==> config.mk <==
export PLATFORM = sky130hd
export DESIGN_NAME = eq_fir_scheduler
export DESIGN_NICKNAME = d
export VERILOG_FILES = /design/src/rtl/eq_pkg.sv /design/src/rtl/lrck_edge_sync.sv /design/src/rtl/eq_fir_scheduler.sv
export SDC_FILE = /design/constraint.sdc
export NUM_CORES = 2
export LEC_CHECK = 0
export ABC_AREA = 1
export BUFFER_PORTS_ARGS = -buffer_cell sky130_fd_sc_hd__buf_2
export CAP_MARGIN = 20
export CORE_ASPECT_RATIO = 0.9
export CORE_MARGIN = 10
export CORE_UTILIZATION = 35
export DETAILED_ROUTE_END_ITERATION = 6
export HOLD_SLACK_MARGIN = 0.08
export PLACE_DENSITY = 0.54
export REMOVE_ABC_BUFFERS = 1
export SLEW_MARGIN = 15
export SYNTH_ARGS = -nofsm -noshare
export SYNTH_HDL_FRONTEND = slang
export SYNTH_SLANG_ARGS = --single-unit
==> constraint.sdc <==
create_clock -name iCLK -period 13.2 [get_ports iCLK]
set_clock_uncertainty 0.2 [all_clocks]
set_input_delay 1.98 -clock iCLK [delete_from_list [all_inputs] [get_ports iCLK]]
set_output_delay 1.98 -clock iCLK [all_outputs]
set_load 0.02 [all_outputs]
==> src/rtl/eq_pkg.sv <==
// rtl/eq_pkg.sv - shared widths, FSM states and result saturation for the equalizer FIR
package eq_pkg;

   localparam int EQ_DW   = 16;
   localparam int EQ_CW   = 16;
   localparam int EQ_ACCW = 36;

   typedef enum logic [2:0] {
      IDLE  = 3'd0,
      LOAD  = 3'd1,
      MAC   = 3'd2,
      FLUSH = 3'd3,
      OUT   = 3'd4
   } state_t;

   localparam logic signed [EQ_DW-1:0] SAT_MAX = {1'b0, {(EQ_DW-1){1'b1}}};
   localparam logic signed [EQ_DW-1:0] SAT_MIN = {1'b1, {(EQ_DW-1){1'b0}}};

   // Drop the Q1.(CW-1) fraction (floor toward -inf) and clamp to the sample range.
   function automatic logic signed [EQ_DW-1:0] sat_shift(input logic signed [EQ_ACCW-1:0] acc);
      logic signed [EQ_ACCW-1:0] sh;
      sh = acc >>> (EQ_CW-1);
      if (sh > EQ_ACCW'(SAT_MAX)) begin
         return SAT_MAX;
      end else if (sh < EQ_ACCW'(SAT_MIN)) begin
         return SAT_MIN;
      end else begin
         return sh[EQ_DW-1:0];
      end
   endfunction

endpackage

==> src/rtl/lrck_edge_sync.sv <==
// rtl/lrck_edge_sync.sv - LRCK double-flop synchronizer with rise/fall request pulses
module lrck_edge_sync (
   input  logic iCLK,
   input  logic iRST_N,
   input  logic iLRCK,
   output logic oRISE,
   output logic oFALL
);

   logic sync_1;
   logic sync_2;
   logic hist;

   // Two metastability flops followed by a history flop for edge detection.
   always_ff @(posedge iCLK or negedge iRST_N) begin
      if (!iRST_N) begin
         sync_1 <= 1'b0;
         sync_2 <= 1'b0;
         hist   <= 1'b0;
      end else begin
         sync_1 <= iLRCK;
         sync_2 <= sync_1;
         hist   <= sync_2;
      end
   end

   assign oRISE = sync_2 & ~hist;
   assign oFALL = ~sync_2 & hist;

endmodule

==> src/rtl/eq_fir_scheduler.sv <==
// rtl/eq_fir_scheduler.sv - time-multiplexed stereo FIR scheduler with one shared MAC
module eq_fir_scheduler
   import eq_pkg::*;
#(
   parameter int TAPS = 16,
   parameter int DW   = EQ_DW,
   parameter int CW   = EQ_CW,
   parameter int ACCW = EQ_ACCW
) (
   input  logic                    iCLK,
   input  logic                    iRST_N,
   input  logic                    iLRCK,
   input  logic [DW-1:0]           iAUD_inL,
   input  logic [DW-1:0]           iAUD_inR,
   input  logic                    iBYPASS,
   output logic [$clog2(TAPS)-1:0] oCOEF_ADDR,
   input  logic [CW-1:0]           iCOEF,
   output logic [DW-1:0]           oAUD_outL,
   output logic [DW-1:0]           oAUD_outR,
   output logic                    oDONE_L,
   output logic                    oDONE_R,
   output logic                    oBUSY,
   output logic                    oOVERRUN
);

   localparam int AW = $clog2(TAPS);
   localparam logic [AW-1:0] LAST_TAP = AW'(TAPS-1);

   logic                   rise;
   logic                   fall;
   state_t                 state;
   state_t                 nxt;
   logic                   pend_l;
   logic                   pend_r;
   logic [DW-1:0]          pend_smp_l;
   logic [DW-1:0]          pend_smp_r;
   logic signed [DW-1:0]   cur_smp;
   logic                   ch_r;
   logic                   byp;
   logic                   prod_vld;
   logic [AW-1:0]          tap_d;
   logic signed [DW-1:0]   xl [TAPS];
   logic signed [DW-1:0]   xr [TAPS];
   logic signed [ACCW-1:0] acc;
   logic signed [DW+CW-1:0] prod;
   logic signed [DW-1:0]   x_tap;
   logic signed [DW-1:0]   x_head;
   logic signed [DW-1:0]   result;
   logic                   take_l;
   logic                   take_r;
   logic                   st_idle;
   logic                   st_load;
   logic                   st_mac;
   logic                   st_flush;
   logic                   st_out;

   lrck_edge_sync u_sync (
      .iCLK   (iCLK),
      .iRST_N (iRST_N),
      .iLRCK  (iLRCK),
      .oRISE  (rise),
      .oFALL  (fall)
   );

   // Service arbitration and MAC operand/result selection.
   always_comb begin
      take_l = st_idle && pend_l;
      take_r = st_idle && !pend_l && pend_r;
      x_tap  = ch_r ? xr[tap_d] : xl[tap_d];
      x_head = ch_r ? xr[0] : xl[0];
      prod   = $signed(iCOEF) * x_tap;
      result = byp ? x_head : sat_shift(acc);
   end

   // Pending sample registers; a second same-channel edge before service is an overrun.
   always_ff @(posedge iCLK or negedge iRST_N) begin
      if (!iRST_N) begin
         pend_l     <= 1'b0;
         pend_r     <= 1'b0;
         pend_smp_l <= '0;
         pend_smp_r <= '0;
         oOVERRUN   <= 1'b0;
      end else begin
         if (rise) begin
            pend_smp_l <= iAUD_inL;
            pend_l     <= 1'b1;
         end else if (take_l) begin
            pend_l <= 1'b0;
         end
         if (fall) begin
            pend_smp_r <= iAUD_inR;
            pend_r     <= 1'b1;
         end else if (take_r) begin
            pend_r <= 1'b0;
         end
         if ((rise && pend_l && !take_l) || (fall && pend_r && !take_r)) begin
            oOVERRUN <= 1'b1;
         end
      end
   end

   // Latch the served channel and its sample when leaving IDLE.
   always_ff @(posedge iCLK or negedge iRST_N) begin
      if (!iRST_N) begin
         ch_r    <= 1'b0;
         cur_smp <= '0;
      end else if (take_l || take_r) begin
         ch_r    <= take_r;
         cur_smp <= take_l ? pend_smp_l : pend_smp_r;
      end
   end

   // Shift the served channel's delay line once per request, bypassed or not.
   always_ff @(posedge iCLK or negedge iRST_N) begin
      if (!iRST_N) begin
         for (int k = 0; k < TAPS; k++) begin
            xl[k] <= '0;
            xr[k] <= '0;
         end
      end else if (st_load) begin
         if (ch_r) begin
            xr[0] <= cur_smp;
            for (int k = 1; k < TAPS; k++) begin
               xr[k] <= xr[k-1];
            end
         end else begin
            xl[0] <= cur_smp;
            for (int k = 1; k < TAPS; k++) begin
               xl[k] <= xl[k-1];
            end
         end
      end
   end

   // Coefficient addressing and accumulation; memory data lags the address by one cycle.
   always_ff @(posedge iCLK or negedge iRST_N) begin
      if (!iRST_N) begin
         acc        <= '0;
         oCOEF_ADDR <= '0;
         tap_d      <= '0;
         prod_vld   <= 1'b0;
         byp        <= 1'b0;
      end else if (st_load) begin
         acc        <= '0;
         oCOEF_ADDR <= '0;
         prod_vld   <= 1'b0;
         byp        <= iBYPASS;
      end else if (st_mac) begin
         if (oCOEF_ADDR != LAST_TAP) begin
            oCOEF_ADDR <= oCOEF_ADDR + AW'(1);
         end
         tap_d    <= oCOEF_ADDR;
         prod_vld <= 1'b1;
         if (prod_vld) begin
            acc <= acc + ACCW'(prod);
         end
      end else if (st_flush) begin
         acc <= acc + ACCW'(prod);
      end
   end

   // Output registers and their one-cycle done pulses.
   always_ff @(posedge iCLK or negedge iRST_N) begin
      if (!iRST_N) begin
         oAUD_outL <= '0;
         oAUD_outR <= '0;
         oDONE_L   <= 1'b0;
         oDONE_R   <= 1'b0;
      end else begin
         oDONE_L <= 1'b0;
         oDONE_R <= 1'b0;
         if (st_out) begin
            if (ch_r) begin
               oAUD_outR <= result;
               oDONE_R   <= 1'b1;
            end else begin
               oAUD_outL <= result;
               oDONE_L   <= 1'b1;
            end
         end
      end
   end

   // FSM state register.
   always_ff @(posedge iCLK or negedge iRST_N) begin
      if (!iRST_N) begin
         state <= IDLE;
      end else begin
         state <= nxt;
      end
   end

   // FSM next-state logic.
   always_comb begin
      nxt = state;
      case (state)
         IDLE:    if (pend_l || pend_r) nxt = LOAD;
         LOAD:    nxt = iBYPASS ? OUT : MAC;
         MAC:     if (oCOEF_ADDR == LAST_TAP) nxt = FLUSH;
         FLUSH:   nxt = OUT;
         OUT:     nxt = IDLE;
         default: nxt = IDLE;
      endcase
   end

   // FSM state decodes.
   always_comb begin
      st_idle  = (state == IDLE);
      st_load  = (state == LOAD);
      st_mac   = (state == MAC);
      st_flush = (state == FLUSH);
      st_out   = (state == OUT);
      oBUSY    = !st_idle;
   end

endmodule

==> results.md <==
- The number of nets with antenna violations after detailed routing is 0.
- In the final routed layout, each cell accounts on average for 17.4 um.
- The reg-to-reg endpoint is acc[30].
- The number of clock sinks is 650.
- The clock insertion delay at the later pin of the skew report is around 630 ps.
- The detailed router finished its first iteration with 2,466 violations.
- Compared with the post-synthesis result, the final layout area differs by 9.05%.
- Summing all multi-input logic gate instances after layout gives 0.0205 mm^2.
- The slowest stage cell on the critical path is sky130_fd_sc_hd__fa_1.
- Setup repair after global routing left no endpoint under its margin.
- The root buffer selected by CTS is sky130_fd_sc_hd__clkbuf_16.
- The library cell appearing most often on the critical path is sky130_fd_sc_hd__fa_1.
- The number of buffers created by CTS is 67.
- The y dimension of the die is 345 um.
- The ratio of final minimum period to clock period is around 70%.
- After clock tree synthesis, the clock-pin slew on the worst setup and hold paths is 60 ps.
- For this run, the top clock speed supported by timing is 110 MHz.
- Detailed placement finished with a half-perimeter wire length of approximately 78 mm.
- The critical path starts at tap_d[0].
- The total negative setup slack is 0 ps.
- At the end of routability-driven placement, the weighted congestion stood at 0.948.
- The maximum fanout along the worst path is 104.
- The buffer levels on the longest clock path is 3.
- The path class of the tightest hold or removal check is flop to flop.
- Setup violations remaining at the end of the flow were counted as 0.
- The count of cells along the worst hold path is 0.
- In this run the worst setup path terminates at acc[30].
- After detailed placement, the design holds a cell count of 6,348.
- In this run the critical register-to-register path is launched from tap_d[0].
- Sorting the synthesized cells by how often they occur yields sky130_fd_sc_hd__nand2_1, sky130_fd_sc_hd__inv_1, sky130_fd_sc_hd__dfrtp_1.
- In this run the number of H-tree levels came out at 3.
- Buffers added to address setup during post-CTS repair amount to 0.
- The tightest slew margin relative to the limit is between 20 and 30%.
- The remaining routing DRC violations is 0.
- sky130_fd_sc_hd__dfrtp_1 takes more of the synthesized area than any other cell.
- The number of global-route vias before repair is between 30k and 40k.
- The critical path endpoint category is a flop.
- Counting the fill cells in the layout gives between 10k and 15k.
- The count of non-filler cells in the finished layout is 6,469.
- The clock tree from TritonCTS is built.
- Hold repair after CTS inserted 0 buffers.
- The share of Yosys cell area claimed by the top area cell type is 39.7%.
- The share of final-layout standard cells stronger than drive strength 1 is 6.01%.
- In the synthesized netlist, the number of instances is 4,926.
- At the worst endpoint, the required time is 13,500 ps.
- The area of the die is 0.131 mm^2.
- For this design the top-level I/O count stands at 92.
- Yosys mapped a number of flops with a built-in enable equal to 0.
- The first-pass iteration count of the detailed router is 6.
- The die width is between 300 and 400 um.
- For this run the aggregate overflow at the end of global routing stands at 0.
- The number of failing hold endpoints at the final stage was 0.
- At the pin with the least slew margin, the transition time is 1050 ps.
- The netlist uses 42 different library cells.
- On the worst path, the slowest cell contributes a delay of 850 ps.
- The overall fraction of global-route tracks in use is 17.3%.
- The synthesized area is approximately 0.041 mm^2.
- The share of flip-flops with an asynchronous set or reset is 100%.
- For this block, the routed nets add up to 113 mm of wire.
- Once the clock tree was built, the resizer swapped 0 gates to a different size.
- The number of standard-cell rows in the floorplan is 119.
- The most used flip-flop cell after synthesis is sky130_fd_sc_hd__dfrtp_1.
- The number of nets in the layout is approximately 5.3k.
- The number of cells on the worst reg-to-reg path is 28.
- Entering global routing, the biggest net connects 289 pins.
- The dominant cell by count in the synthesized netlist is sky130_fd_sc_hd__nand2_1.
- The smallest clock period supported by the final layout is computed as a little over 9000 ps.
- The initial cell density of the core is 35.2%.
- The Yosys step of the flow raised 0 warnings.
- The max-slew violation count is 0.
- After floorplanning, the core was sized to cover 0.117 mm^2.
- After synthesis, flip-flops and latches occupy 39.7% of the total area.
- The setup check on the worst reg-to-reg path leaves a slack of 4100 ps.
- The number of antenna violations at the first check in global routing is 8.
- The flow ran to the end, and the final reports show no timing, DRC or antenna violations.
- The synthesized flop and latch total is 650.
- After synthesis, the mean cell area works out to between 8 and 9 um^2.
- The count of port buffers added during placement is 91.
- The category of the critical setup timing path is flop to flop.
- The worst setup path is launched from a flop.
- Across the whole layout, storage elements account for 0.0163 mm^2.
- Data arrives at the worst endpoint at 9400 ps.
- In the post-synthesis netlist, the biggest area contributors are sky130_fd_sc_hd__dfrtp_1, sky130_fd_sc_hd__fa_1, sky130_fd_sc_hd__nand2_1.
- The tool flagged a number of max-cap violations equal to 0.
- The global-route wire length before repair is about 180 mm.
- The via density per instance is around 4.9.
- The total via count after detailed routing is 31.7k.
critical path: cells and delay by family (launching register included):
| kind | cells | cell delay, ps |
|---|---|---|
| simple gates | 10 | 1970 |
| buf+inv | 7 | 1570 |
| fa+ha+maj | 7 | 3860 |
| compound gates | 4 | 510 |
| flops | 1 | 650 |
area by class of cell:
type / count / share of cell area [%]
multi-input cells: 3219 / 45.9
inverters: 779 / 6.57
clock buffers: 98 / 4.36
flip-flops and latches: 650 / 36.4
clock inverters: 19 / 0.537
diodes: 3 / 0.0168
repair buffers: 128 / 1.85
well taps: 1573 / 4.40
sequential cells by signal, summed over array words and instances, names as in the netlist, 3 cells and up:
signal      cells
acc            36
pend_smp_r     16
cur_smp        16
xr            256
oAUD_outL      16
pend_smp_l     16
oCOEF_ADDR      4
tap_d           4
state           3
oAUD_outR      16
xl            256
kinds of logic (layout without fill, tap and decap cells):
logic type | Yosys count | in the layout | synth area share (%)
flops | 650 | 650 | 39.7
compound gates | 1253 | 1253 | 16.2
simple gates | 1536 | 1536 | 14.9
mux | 1 | 1 | 0.0275
other cells | 0 | 3 | 0
buf+inv | 1057 | 1024 | 10.4
fa+ha+maj | 422 | 422 | 18.6
xor+xnor | 7 | 7 | 0.150
worst min path at each step:
stage | startpoint | to
finish | u_sync.sync_1 | u_sync.sync_2
global route | u_sync.sync_1 | u_sync.sync_2
CTS | u_sync.sync_1 | u_sync.sync_2
detailed placement | u_sync.sync_1 | u_sync.sync_2
global placement | u_sync.sync_1 | u_sync.sync_2
floorplan | u_sync.sync_1 | u_sync.sync_2
layer usage:
| metal | GRT usage (%) | wire, um |
|---|---|---|
| met4 | 4.91 | 3030 |
| met2 | 26.4 | 49300 |
| met3 | 3.73 | 6550 |
| met1 | 24.6 | 53600 |
| met5 | 0 | 23 |
layout by cell type (no fill, tap or decap), types with 6 or more instances in the layout:
cell type | netlist | routed
sky130_fd_sc_hd__nor3_1 | 6 | 6
sky130_fd_sc_hd__nand3_1 | 138 | 138
sky130_fd_sc_hd__o21ai_1 | 162 | 162
sky130_fd_sc_hd__o211ai_1 | 112 | 112
sky130_fd_sc_hd__buf_4 | 10 | 31
sky130_fd_sc_hd__o22ai_1 | 6 | 6
sky130_fd_sc_hd__nand4_1 | 9 | 9
sky130_fd_sc_hd__o21ai_0 | 519 | 519
sky130_fd_sc_hd__inv_1 | 757 | 756
sky130_fd_sc_hd__clkbuf_8 | 0 | 9
sky130_fd_sc_hd__nor2_2 | 31 | 34
sky130_fd_sc_hd__nand2_1 | 812 | 810
sky130_fd_sc_hd__a31oi_1 | 18 | 18
sky130_fd_sc_hd__clkinv_2 | 0 | 8
sky130_fd_sc_hd__nor2_1 | 519 | 516
sky130_fd_sc_hd__nand2_2 | 12 | 12
sky130_fd_sc_hd__a21o_1 | 6 | 6
sky130_fd_sc_hd__inv_2 | 9 | 9
sky130_fd_sc_hd__ha_1 | 108 | 108
sky130_fd_sc_hd__dfrtp_1 | 650 | 647
sky130_fd_sc_hd__buf_2 | 41 | 90
sky130_fd_sc_hd__clkbuf_16 | 0 | 70
sky130_fd_sc_hd__clkinv_1 | 13 | 12
sky130_fd_sc_hd__fa_1 | 314 | 314
sky130_fd_sc_hd__clkbuf_1 | 183 | 19
sky130_fd_sc_hd__a21oi_1 | 410 | 410
stage by stage:
stage | hold WS [ps] | cell area [um^2] | util, % | setup WS (ps)
after CTS | 164 | 44700 | 38.3 | 4260
final | 161 | 44700 | 38.3 | 4100
after global placement | 137 | 42500 | 36.4 | 4280
after global routing | 163 | 44700 | 38.3 | 3540
after detailed placement | 150 | 42500 | 36.4 | 4290
after floorplan | 131 | 39700 | - | 868
Power is left out: the tool's default activity adds up to more than one toggle a clock period on the data nets, which glitch-free logic cannot reach.
